### config.mk
export PLATFORM = sky130hd
export DESIGN_NAME = fm_eg_seq_flat
export DESIGN_NICKNAME = d
export VERILOG_FILES = /design/src/rtl/fm_eg_pkg.sv /design/src/rtl/fm_eg_seq_if.sv /design/src/rtl/fm_eg_slot_ram.sv /design/src/rtl/fm_eg_seq.sv /design/src/flat_wrapper.sv
export SDC_FILE = /design/constraint.sdc
export NUM_CORES = 1
export LEC_CHECK = 0
export ABC_AREA = 1
export CAP_MARGIN = 25
export CORE_MARGIN = 4
export CORE_UTILIZATION = 57
export CTS_CLUSTER_DIAMETER = 50
export DETAILED_ROUTE_END_ITERATION = 16
export PLACE_DENSITY_LB_ADDON = 0.25
export SKIP_CTS_REPAIR_TIMING = 1
export SYNTH_ARGS = -nofsm -noshare
export SYNTH_HDL_FRONTEND = slang
export SYNTH_SLANG_ARGS = --single-unit
export TNS_END_PERCENT = 20
### constraint.sdc
create_clock -name clk -period 9.4 [get_ports clk]
set_input_delay 1.88 -clock clk [delete_from_list [all_inputs] [get_ports clk]]
set_output_delay 1.88 -clock clk [all_outputs]
set_load 0.02 [all_outputs]
### src/rtl/fm_eg_pkg.sv
// Shared types and rate math for the time-multiplexed FM envelope generator.
// Pure declarations; no state, no flow control.
package fm_eg_pkg;

    typedef enum logic [1:0] {
        ATTACK  = 2'd0,
        DECAY   = 2'd1,
        SUSTAIN = 2'd2,
        RELEASE = 2'd3
    } stage_t;

    typedef enum logic [1:0] {
        S_INIT,
        S_IDLE,
        S_RUN
    } fsm_t;

    localparam int MAX_RATE     = 60;
    localparam int ATTACK_SHIFT = 3;

    // Effective rate is the key-scale offset plus four steps per rate unit;
    // the increment is a 3-bit mantissa {1,frac} shifted by the rate octave.
    function automatic logic [31:0] rate_inc(input logic [3:0] rof, input logic [3:0] rate);
        logic [6:0] r7;
        r7 = {3'd0, rof} + {1'b0, rate, 2'b00};
        if (r7 > 7'(MAX_RATE)) begin
            r7 = 7'(MAX_RATE);
        end
        rate_inc = {29'd0, 1'b1, r7[1:0]} << r7[5:2];
    endfunction

endpackage

### src/rtl/fm_eg_seq_if.sv
// Sweep control, per-slot parameter and attenuation output bundle.
// master = operator sequencer side, slave = envelope generator.
interface fm_eg_seq_if #(
    parameter int NUM_SLOTS = 36,
    parameter int SLOT_W    = $clog2(NUM_SLOTS),
    parameter int ENV_W     = 9,
    parameter int TL_W      = 6
);
    logic              start;
    logic              busy;
    logic [SLOT_W-1:0] slot;
    logic [3:0]        ar;
    logic [3:0]        dr;
    logic [3:0]        sl;
    logic [3:0]        rr;
    logic [TL_W-1:0]   tl;
    logic [2:0]        block;
    logic [9:0]        fnum;
    logic              nts;
    logic              ksr;
    logic              kon;
    logic              egt;
    logic              op_reset;
    logic              env_valid;
    logic [SLOT_W-1:0] env_slot;
    logic [ENV_W-1:0]  env;

    modport master (
        output start, ar, dr, sl, rr, tl, block, fnum, nts, ksr, kon, egt, op_reset,
        input  busy, slot, env_valid, env_slot, env
    );

    modport slave (
        input  start, ar, dr, sl, rr, tl, block, fnum, nts, ksr, kon, egt, op_reset,
        output busy, slot, env_valid, env_slot, env
    );
endinterface

### src/rtl/fm_eg_slot_ram.sv
// Per-slot envelope state store: async read, sync write, shared address.
// Read data is valid in the same cycle the address is presented; no stalls.
module fm_eg_slot_ram #(
    parameter int DEPTH  = 36,
    parameter int ADDR_W = $clog2(DEPTH),
    parameter int DAT_W  = 27
) (
    input  logic              clk,
    input  logic              wr_en,
    input  logic [ADDR_W-1:0] addr,
    input  logic [DAT_W-1:0]  wr_dat,
    output logic [DAT_W-1:0]  rd_dat
);
    logic [DAT_W-1:0] mem [DEPTH];

    assign rd_dat = mem[addr];

    always_ff @(posedge clk) begin
        if (wr_en) begin
            mem[addr] <= wr_dat;
        end
    end
endmodule

### src/rtl/fm_eg_seq.sv
// FM envelope generator sweeping NUM_SLOTS slots, one per clock; env is registered
// one cycle after its slot is presented. No backpressure: consumers must accept every env_valid.
module fm_eg_seq
    import fm_eg_pkg::*;
#(
    parameter int NUM_SLOTS = 36,
    parameter int SLOT_W    = $clog2(NUM_SLOTS),
    parameter int CNT_W     = 24,
    parameter int ENV_W     = 9,
    parameter int TL_W      = 6
) (
    input  logic       clk,
    input  logic       reset,
    fm_eg_seq_if.slave bus
);
    localparam int                RAM_W     = 2 + CNT_W + 1;
    localparam logic [SLOT_W-1:0] SLOT_LAST = SLOT_W'(NUM_SLOTS - 1);
    localparam logic [CNT_W-1:0]  CNT_ONES  = {CNT_W{1'b1}};

    fsm_t              state;
    logic [SLOT_W-1:0] slot_q;
    logic [SLOT_W-1:0] env_slot_q;
    logic              busy_q;
    logic              env_valid_q;
    logic [ENV_W-1:0]  env_q;

    logic [RAM_W-1:0]  rd_dat;
    logic [RAM_W-1:0]  wr_dat;
    logic              wr_en;

    stage_t            st_old;
    stage_t            st_new;
    logic [CNT_W-1:0]  cnt_old;
    logic [CNT_W-1:0]  cnt_new;
    logic              kp_old;
    logic [3:0]        rof;
    logic [3:0]        rate;
    logic [CNT_W:0]    inc;
    logic [CNT_W:0]    add;
    logic [CNT_W:0]    sub;
    logic              rising;
    logic              falling;
    logic [ENV_W:0]    env_sum;
    logic [ENV_W-1:0]  env_next;
    logic              unused_fnum;

    assign unused_fnum = ^bus.fnum[7:0];

    assign st_old  = stage_t'(rd_dat[RAM_W-1 -: 2]);
    assign cnt_old = rd_dat[CNT_W:1];
    assign kp_old  = rd_dat[0];

    always_comb begin
        rof = {bus.block, (bus.nts ? bus.fnum[8] : bus.fnum[9])};
        if (bus.ksr) begin
            rof = rof >> 2;
        end
        case (st_old)
            ATTACK:  rate = bus.ar;
            DECAY:   rate = bus.dr;
            SUSTAIN: rate = bus.egt ? 4'd0 : bus.rr;
            default: rate = bus.rr;
        endcase
        inc = (CNT_W+1)'(rate_inc(rof, rate));
        if (st_old == ATTACK) begin
            inc = inc << ATTACK_SHIFT;
        end
        add     = {1'b0, cnt_old} + inc;
        sub     = {1'b0, cnt_old} - inc;
        rising  = bus.kon & ~kp_old;
        falling = ~bus.kon & kp_old;

        cnt_new = cnt_old;
        st_new  = st_old;
        // Key edges override rate stepping and keep the level, so re-triggers are click-free.
        if (bus.op_reset) begin
            cnt_new = CNT_ONES;
            st_new  = rising ? ATTACK : RELEASE;
        end else if (rising) begin
            st_new = ATTACK;
        end else if (falling && st_old != RELEASE) begin
            st_new = RELEASE;
        end else begin
            case (st_old)
                ATTACK: begin
                    if (rate != 4'd0) begin
                        if (sub[CNT_W]) begin
                            cnt_new = '0;
                            st_new  = DECAY;
                        end else begin
                            cnt_new = sub[CNT_W-1:0];
                        end
                    end
                end
                DECAY: begin
                    if (rate != 4'd0) begin
                        if (add[CNT_W] || add[CNT_W-1 -: 4] >= bus.sl) begin
                            cnt_new = {bus.sl, {(CNT_W-4){1'b0}}};
                            st_new  = SUSTAIN;
                        end else begin
                            cnt_new = add[CNT_W-1:0];
                        end
                    end
                end
                SUSTAIN: begin
                    if (!bus.kon) begin
                        st_new = RELEASE;
                    end else if (rate != 4'd0) begin
                        cnt_new = add[CNT_W] ? CNT_ONES : add[CNT_W-1:0];
                    end
                end
                default: begin
                    if (rate != 4'd0) begin
                        cnt_new = add[CNT_W] ? CNT_ONES : add[CNT_W-1:0];
                    end
                end
            endcase
        end

        env_sum  = {1'b0, cnt_new[CNT_W-1 -: ENV_W]} + ((ENV_W+1)'(bus.tl) << (ENV_W - TL_W - 1));
        env_next = env_sum[ENV_W] ? {ENV_W{1'b1}} : env_sum[ENV_W-1:0];
    end

    assign wr_en  = !reset && (state == S_INIT || state == S_RUN);
    assign wr_dat = (state == S_INIT) ? {RELEASE, CNT_ONES, 1'b0} : {st_new, cnt_new, bus.kon};

    fm_eg_slot_ram #(
        .DEPTH  (NUM_SLOTS),
        .ADDR_W (SLOT_W),
        .DAT_W  (RAM_W)
    ) u_ram (
        .clk    (clk),
        .wr_en  (wr_en),
        .addr   (slot_q),
        .wr_dat (wr_dat),
        .rd_dat (rd_dat)
    );

    always_ff @(posedge clk) begin
        if (reset) begin
            state       <= S_INIT;
            slot_q      <= '0;
            busy_q      <= 1'b1;
            env_valid_q <= 1'b0;
            env_q       <= '0;
            env_slot_q  <= '0;
        end else begin
            case (state)
                S_INIT: begin
                    env_valid_q <= 1'b0;
                    if (slot_q == SLOT_LAST) begin
                        slot_q <= '0;
                        busy_q <= 1'b0;
                        state  <= S_IDLE;
                    end else begin
                        slot_q <= slot_q + 1'b1;
                    end
                end
                S_IDLE: begin
                    env_valid_q <= 1'b0;
                    if (bus.start) begin
                        slot_q <= '0;
                        busy_q <= 1'b1;
                        state  <= S_RUN;
                    end
                end
                S_RUN: begin
                    env_valid_q <= 1'b1;
                    env_slot_q  <= slot_q;
                    env_q       <= env_next;
                    if (slot_q == SLOT_LAST) begin
                        slot_q <= '0;
                        busy_q <= 1'b0;
                        state  <= S_IDLE;
                    end else begin
                        slot_q <= slot_q + 1'b1;
                    end
                end
                default: begin
                    state <= S_INIT;
                end
            endcase
        end
    end

    assign bus.slot      = slot_q;
    assign bus.busy      = busy_q;
    assign bus.env_valid = env_valid_q;
    assign bus.env_slot  = env_slot_q;
    assign bus.env       = env_q;
endmodule

### src/flat_wrapper.sv
// flat-port wrapper written by rule: the top's interface ports become plain ports
module fm_eg_seq_flat import fm_eg_pkg::*;
#(
    parameter int NUM_SLOTS = 36,
    parameter int SLOT_W    = $clog2(NUM_SLOTS),
    parameter int CNT_W     = 24,
    parameter int ENV_W     = 9,
    parameter int TL_W      = 6
)
  (clk, reset, bus_start, bus_ar, bus_dr, bus_sl, bus_rr, bus_tl, bus_block, bus_fnum, bus_nts, bus_ksr, bus_kon, bus_egt, bus_op_reset, bus_busy, bus_slot, bus_env_valid, bus_env_slot, bus_env);
  fm_eg_seq_if #(.NUM_SLOTS(NUM_SLOTS), .SLOT_W(SLOT_W), .ENV_W(ENV_W), .TL_W(TL_W)) bus_i ();
  input  logic clk;
  input  logic reset;
  input wire logic [$bits(bus_i.start)-1:0] bus_start;
  input wire logic [$bits(bus_i.ar)-1:0] bus_ar;
  input wire logic [$bits(bus_i.dr)-1:0] bus_dr;
  input wire logic [$bits(bus_i.sl)-1:0] bus_sl;
  input wire logic [$bits(bus_i.rr)-1:0] bus_rr;
  input wire logic [$bits(bus_i.tl)-1:0] bus_tl;
  input wire logic [$bits(bus_i.block)-1:0] bus_block;
  input wire logic [$bits(bus_i.fnum)-1:0] bus_fnum;
  input wire logic [$bits(bus_i.nts)-1:0] bus_nts;
  input wire logic [$bits(bus_i.ksr)-1:0] bus_ksr;
  input wire logic [$bits(bus_i.kon)-1:0] bus_kon;
  input wire logic [$bits(bus_i.egt)-1:0] bus_egt;
  input wire logic [$bits(bus_i.op_reset)-1:0] bus_op_reset;
  output wire logic [$bits(bus_i.busy)-1:0] bus_busy;
  output wire logic [$bits(bus_i.slot)-1:0] bus_slot;
  output wire logic [$bits(bus_i.env_valid)-1:0] bus_env_valid;
  output wire logic [$bits(bus_i.env_slot)-1:0] bus_env_slot;
  output wire logic [$bits(bus_i.env)-1:0] bus_env;
  assign bus_i.start = bus_start;
  assign bus_i.ar = bus_ar;
  assign bus_i.dr = bus_dr;
  assign bus_i.sl = bus_sl;
  assign bus_i.rr = bus_rr;
  assign bus_i.tl = bus_tl;
  assign bus_i.block = bus_block;
  assign bus_i.fnum = bus_fnum;
  assign bus_i.nts = bus_nts;
  assign bus_i.ksr = bus_ksr;
  assign bus_i.kon = bus_kon;
  assign bus_i.egt = bus_egt;
  assign bus_i.op_reset = bus_op_reset;
  assign bus_busy = bus_i.busy;
  assign bus_slot = bus_i.slot;
  assign bus_env_valid = bus_i.env_valid;
  assign bus_env_slot = bus_i.env_slot;
  assign bus_env = bus_i.env;
  fm_eg_seq #(.NUM_SLOTS(NUM_SLOTS), .SLOT_W(SLOT_W), .CNT_W(CNT_W), .ENV_W(ENV_W), .TL_W(TL_W)) u_core (.clk(clk), .reset(reset), .bus(bus_i));
endmodule
After elaboration in Yosys (flattened, before gate mapping). Memory sizes are Yosys's and may differ from the RTL's. A register that Yosys moved wholly into a read port is not among the register bits. Index checks and enable logic that the tools add are counted.

Register bits after elaboration: 25. Bits in writable memories: 972. Bits of input ports: 43. Memories kept: 1.

Memory list: u_core.u_ram.mem (words 36, bits a word 27, rd ports 1, clocked after memory_dff 1, write ports 1, RTL line fm_eg_slot_ram.sv:14) `logic [DAT_W-1:0] mem [DEPTH];`.

$add $sub $neg: 5. Magnitude comparators: 2. Equal/unequal tests: 8. Shift operators: 1. Muxes and demuxes: 43. Bitwise gates (word level): 4. Reductions and logical operators: 15.

Operator list (count): $mux W24 (10); $pmux W24 S3 (1); $mux W6 (5); $mux W27 (1); $add A24 B25 Y25 (1); $mux W25 (1); $shl A3 B4 Y25 (1); $sub A24 B25 Y25 (1); $mux W2 (11); $pmux W4 S3 (1); $pmux W6 S2 (1); $add A9 B8 Y10 (1); $mux W9 (1); $mux W4 (2); $add A4 B6 Y7 (1); $gt A7 B6 Y1 const B (1); $add A6 B1 Y6 const B (1); $eq A6 B6 Y1 const B (1); $pmux W2 S3 (1); $mux W1 (5); $eq A2 B1 Y1 const B (2); $eq A2 B2 Y1 const B (2); $ge A4 B4 Y1 (1); $logic_not A2 Y1 (2); other kinds (14) (23).

Logic depth before layout (Yosys ltp).
Depth in word-level cells: 18. Depth in mapped cells: 67. Gate-level depth less buffers: 64.

Cells and area by module. From an unflattened synthesis, not the netlist that was laid out.

Cells, all modules: 4984. Area, all modules: 47335.4 sq um.

Modules (own cells, without submodules): fm_eg_slot_ram (times used 1, cells an instance 3768, area an instance 40727.8 sq um); fm_eg_seq (times used 1, cells an instance 1216, area an instance 6607.6 sq um).

Least setup slack after synthesis. No wires, ideal clock.

Path kind: input-to-reg. From: in bus_rr[0]. To: mem u_core.u_ram.mem[0][8], data pin. Data arrival time: 8.266 ns. Data required time: 8.915 ns. Slack: 0.649 ns. Cell stages on the path: 41. Path buffers: 1. Cells stage by stage: inv_1 nor2_1 o21ai_0 nand3_1 nand2_1 inv_1 ha_1 fa_1 xor2_4 nor2_2 nand3_1 nand2_4 nand2_2 nand2_1 nand2_1 nor2_2 nand2_1 nor2_2 [5 not listed] nand2_1 a21oi_1 o21ai_0 nand4_1 o211ai_1 xor2_1 ha_1 a21boi_0 o21ai_0 nand2_1 a21oi_1 nand2_2 nand2_1 nand2_1 nand2_1 o31ai_1 o311a_1 o21ai_0.

Word-level cells in the longest chain between the ends: 17. Elaborated cells between the ends (all ways): 24.

Ends and longest elaborated chain: start: declaration (RTL line flat_wrapper.sv:18) `input wire logic [$bits(bus_i.rr)-1:0] bus_rr;`; $mux W4 (RTL line fm_eg_seq.sv:61) `SUSTAIN: rate = bus.egt ? 4'd0 : bus.rr;`; $pmux W4 S3 * (RTL line fm_eg_seq.sv:58) `case (st_old)`; $add A4 B6 Y7 (RTL line fm_eg_pkg.sv:25) `r7 = {3'd0, rof} + {1'b0, rate, 2'b00};`; $gt A7 B6 Y1 (RTL line fm_eg_pkg.sv:26) `if (r7 > 7'(MAX_RATE)) begin`; $mux W6 (RTL line fm_eg_pkg.sv:26); $shl A3 B4 Y25 (RTL line fm_eg_pkg.sv:29) `rate_inc = {29'd0, 1'b1, r7[1:0]} << r7[5:2];`; $mux W25 (RTL line fm_eg_seq.sv:65) `if (st_old == ATTACK) begin`; $add A24 B25 Y25 (RTL line fm_eg_seq.sv:68) `add = {1'b0, cnt_old} + inc;`; [2 not listed]; $mux W24 (RTL line fm_eg_seq.sv:97) `if (add[CNT_W] || add[CNT_W-1 -: 4] >= bus.sl) begin`; $mux W24 (RTL line fm_eg_seq.sv:96) `if (rate != 4'd0) begin`; $pmux W24 S3 * (RTL line fm_eg_seq.sv:84) `case (st_old)`; $mux W24 * (RTL line fm_eg_seq.sv:81) `end else if (falling && st_old != RELEASE) begin`; $mux W24 * (RTL line fm_eg_seq.sv:79) `end else if (rising) begin`; $mux W24 * (RTL line fm_eg_seq.sv:76) `if (bus.op_reset) begin`; $mux W27 * (RTL line fm_eg_seq.sv:125) `assign wr_dat = (state == S_INIT) ? {RELEASE, CNT_ONES, 1'b0} : {st_new, cnt_new, bus.kon};`; via u_core.u_ram.wr_dat[8] (RTL line fm_eg_slot_ram.sv:11) `input logic [DAT_W-1:0] wr_dat,`; end: declaration (RTL line fm_eg_slot_ram.sv:14).

The timed path passes the listed nets; every way through them passes the cells marked *.

Worst setup path in the final report.
From: in bus_egt. To: reg u_core.env_q[8], in the netlist u_core.bus.env[8].

Word-level cells in the longest chain between the ends: 18. Elaborated cells between the ends (all ways): 25.

Ends and longest elaborated chain: start: declaration (RTL line flat_wrapper.sv:25) `input wire logic [$bits(bus_i.egt)-1:0] bus_egt;`; $mux W4 * (RTL line fm_eg_seq.sv:61); $pmux W4 S3 * (RTL line fm_eg_seq.sv:58); $add A4 B6 Y7 (RTL line fm_eg_pkg.sv:25); $gt A7 B6 Y1 (RTL line fm_eg_pkg.sv:26); $mux W6 (RTL line fm_eg_pkg.sv:26); $shl A3 B4 Y25 (RTL line fm_eg_pkg.sv:29); $mux W25 (RTL line fm_eg_seq.sv:65); $add A24 B25 Y25 (RTL line fm_eg_seq.sv:68); [2 not listed]; $mux W24 (RTL line fm_eg_seq.sv:97); $mux W24 (RTL line fm_eg_seq.sv:96); $pmux W24 S3 * (RTL line fm_eg_seq.sv:84); $mux W24 * (RTL line fm_eg_seq.sv:81); $mux W24 * (RTL line fm_eg_seq.sv:79); $mux W24 * (RTL line fm_eg_seq.sv:76); $add A9 B8 Y10 * (RTL line fm_eg_seq.sv:120) `env_sum = {1'b0, cnt_new[CNT_W-1 -: ENV_W]} + ((ENV_W+1)'(bus.tl) << (ENV_W - TL_W - 1));`; $mux W9 * (RTL line fm_eg_seq.sv:121) `env_next = env_sum[ENV_W] ? {ENV_W{1'b1}} : env_sum[ENV_W-1:0];`; end signal: assignment (RTL line fm_eg_seq.sv:170) `env_q <= env_next;`; end: declaration (RTL line fm_eg_seq.sv:25) `logic [ENV_W-1:0] env_q;`.

Mark *: on every way between the ends. The rest lies on a longest branch, timed or not. A chain may end at the register's enable or synchronous reset.

==> flow_summary.toml <==
[run]
maxCapViolations = 0

[layout]
final_cells = 5096
fill_cells = 5593
drive_gt1_frac = 0.115
fin_nets = 4084
multiInputGateArea_sq_um = 12900
fin_util = 0.657
antenna_cells = 0
regArea_sq_um = 29800
design_area_sq_um = 50100
area_delta_synth_final_pct = 13.8

[clock_network]
clockBufferDepth = 3
clock_latency_ns = 0.65
clkSinkCount = 1003
cts_tree = "built"
numCtsBuffers = 101
root_buffer = "clkbuf_16"
cts_max_level = 3
clk_pin_slew_ns = 0.06

[worst_setup_path]
cp-end-kind = "register"
cp_max_fo = 4
crit_path_top_delay_cell = "fa_2"
critical_path_class = "primary input to register"
worstPathArrival_ns = 9.38
rr_worst_depth = 63
r2r_slack_ns = 0.68
worstSetupEndpoint = "u_core.bus.env[8]"
startpoint = "bus_egt"
startpoint_type = "primary input"
critPathMaxStageDelay_ns = 0.61
r2r_end = "u_core.bus.env[8]"
required_ns = 9.98
cp_common_cell = "nand2_1"

[floorplan]
coreArea_sq_um = 76300
initial_utilization = 0.577
num_rows = 101
die_area_sq_um = 81800
io_pins = 66
fp.dieH_microns = 286
die_w_microns = 286

[global_route]
grt_max_degree = 175
grt_first_pass_wirelength_microns = 174000
grt_overflow_total = 0
antenna_found_initial = 2
use_met1 = 0.382
grt_usage = 0.280
grt.busiest_layer = "met2"
grtUsageMet3 = 0.0418
grt_pass1_vias = 29000
use_met2 = 0.467

[placement]
placed_area_sq_um = 46700
gp_congestion = 0.960
dp.cells = 4895
io_buffers = 57
dp_hpwl_microns = 67600

[routing]
finalWirelength_microns = 118000
first_pass_iters = 6
drtIter0Drc = 3676
viasPerCell = 6.13
drc = 0
routedWlPerCell_microns = 23.2
ant_nets = 0
vias = 31200

[sta]
tightest_slew_ns = 0.967
hold_violations = 0
clock_skew_ns = 0.0270
setup_violations = 0
period_share = 0.937
max_freq_ghz = 0.114
timing.hold.ws_ns = 0.481
slew_viol_final = 0
max-slew-margin-rel = 0.353
fin_crit_ns = 8.80

[worst_hold_path]
hold_class = "register to register"
hp-start = "u_core.bus.env[8]"

[logic_synthesis]
seq_area_frac_synth = 0.676
synth_ff_type = "edfxtp_1"
netlist_instances = 3870
ys_ff_latch = 1003
synth_warnings = 0
synthesis.nets = 3972
ys_types = 57
synth_area_sq_um = 44100
synth_edf_count = 972
async_flop_share = 0
syn_avg_cell_area_sq_um = 11.4

[power_and_ir_drop]
power.density_nw_per_um2 = 219
max-vdd-ir-drop_mv = 0.161
leakagePower_nw = 17.1
finalPower_mw = 11.0

[outcome]
status = "finished clean"
-- sequential cells by signal, summed over array words and instances, names as in the netlist, named ones only --
register,cells
u_core.bus.slot,6
u_core.u_ram.mem,972
u_core.bus.env_slot,6
u_core.bus.env_valid,1
u_core.state,2
u_core.bus.busy,1
u_core.bus.env,9
-- layer usage --
layer  routed length [microns]  vias to the layer above
met2                     57000                     1530
li1                          -                    14300
met1                     46500                    15200
met3                     10900                      269
met4                      3690                        4
met5                        80                        -
-- cells by family after synthesis --
kind of cell	Yosys count	synth area share
compound gates	1016	0.129
fa+ha+maj	59	0.0174
xor+xnor	43	0.00914
buf+inv	382	0.0397
flops	1003	0.676
simple gates	1367	0.128
-- synth_stat cells (8+ instances only) --
library cell	n	area, sq um
inv_2	19	71.3
dfxtp_1	31	621
buf_4	31	233
o2111ai_1	13	114
edfxtp_1	972	29200
nand3_1	200	1000
nand4_1	17	106
nor2_2	9	56.3
a21oi_1	89	445
nor3_1	9	45.0
o22ai_1	216	1350
nand2_2	15	93.8
inv_1	118	443
ha_1	55	688
clkbuf_1	114	428
nand3_2	9	90.1
o32ai_1	8	70.1
o21ai_0	565	2830
o21ai_1	40	200
buf_2	76	380
o21bai_1	8	60.1
nor2_1	628	2360
buf_6	12	135
o211ai_1	24	180
xor2_1	38	333
o221ai_1	21	184
a31oi_1	10	62.6
nand2_1	460	1730
-- worst min path at each step --
| stage | end | slack [ns] | cells after the start |
|---|---|---|---|
| 2_1_floorplan | u_core.bus.env_valid | 0.45 | 2 |
| 3_3_place_gp | u_core.bus.busy | 0.47 | 2 |
| 3_5_place_dp | u_core.bus.env[8] | 0.47 | 2 |
| 4_1_cts | u_core.bus.env[8] | 0.48 | 2 |
| 5_1_grt | u_core.bus.env_valid | 0.51 | 2 |
| 6_report | u_core.bus.env[8] | 0.48 | 2 |
-- cells in the final DEF (no fill, tap or decap), types with 54 or more instances in the layout --
| cell type | netlist | layout |
|---|---|---|
| clkbuf_16 | 0 | 104 |
| nand2_1 | 460 | 460 |
| clkdlybuf4s50_1 | 0 | 57 |
| o21ai_0 | 565 | 563 |
| a21oi_1 | 89 | 87 |
| inv_1 | 118 | 118 |
| buf_4 | 31 | 158 |
| nor2_1 | 628 | 591 |
| edfxtp_1 | 972 | 972 |
| nand3_1 | 200 | 198 |
| ha_1 | 55 | 54 |
| o22ai_1 | 216 | 216 |
-- critical path, delay by kind of cell --
kind	cells	cell delay [ns]
fa+ha+maj	7	2.50
compound gates	9	1.19
xor+xnor	1	0.22
simple gates	28	2.52
buf+inv	9	1.03
-- stage by stage --
| step | worst slack [ns] | setup TNS (ns) |
|---|---|---|
| final | 0.596 | 0 |
| after CTS | 0.288 | 0 |
| after global routing | -0.0104 | -0.0104 |
| after floorplan | 0.649 | 0 |
| after detailed placement | -0.0956 | -0.0998 |
| after global placement | -0.0410 | -0.0410 |
-- power breakdown --
part	internal [mW]	switching, mW
clock	2.20	1.64
combinational	0.824	1.48
sequential	4.84	0.00846
total	7.86	3.13
-- area by class of cell --
type / instances / share of cell area
sequential: 1003 / 0.595
multi-input combinational: 2485 / 0.257
timing repair buffer: 246 / 0.0471
inverter: 144 / 0.0116
clock buffer: 131 / 0.0537
tap: 1030 / 0.0257
clock inverter: 56 / 0.0101
timing repair inverter: 1 / 0.000225
Note: power is estimated with default switching activity, not from simulation.
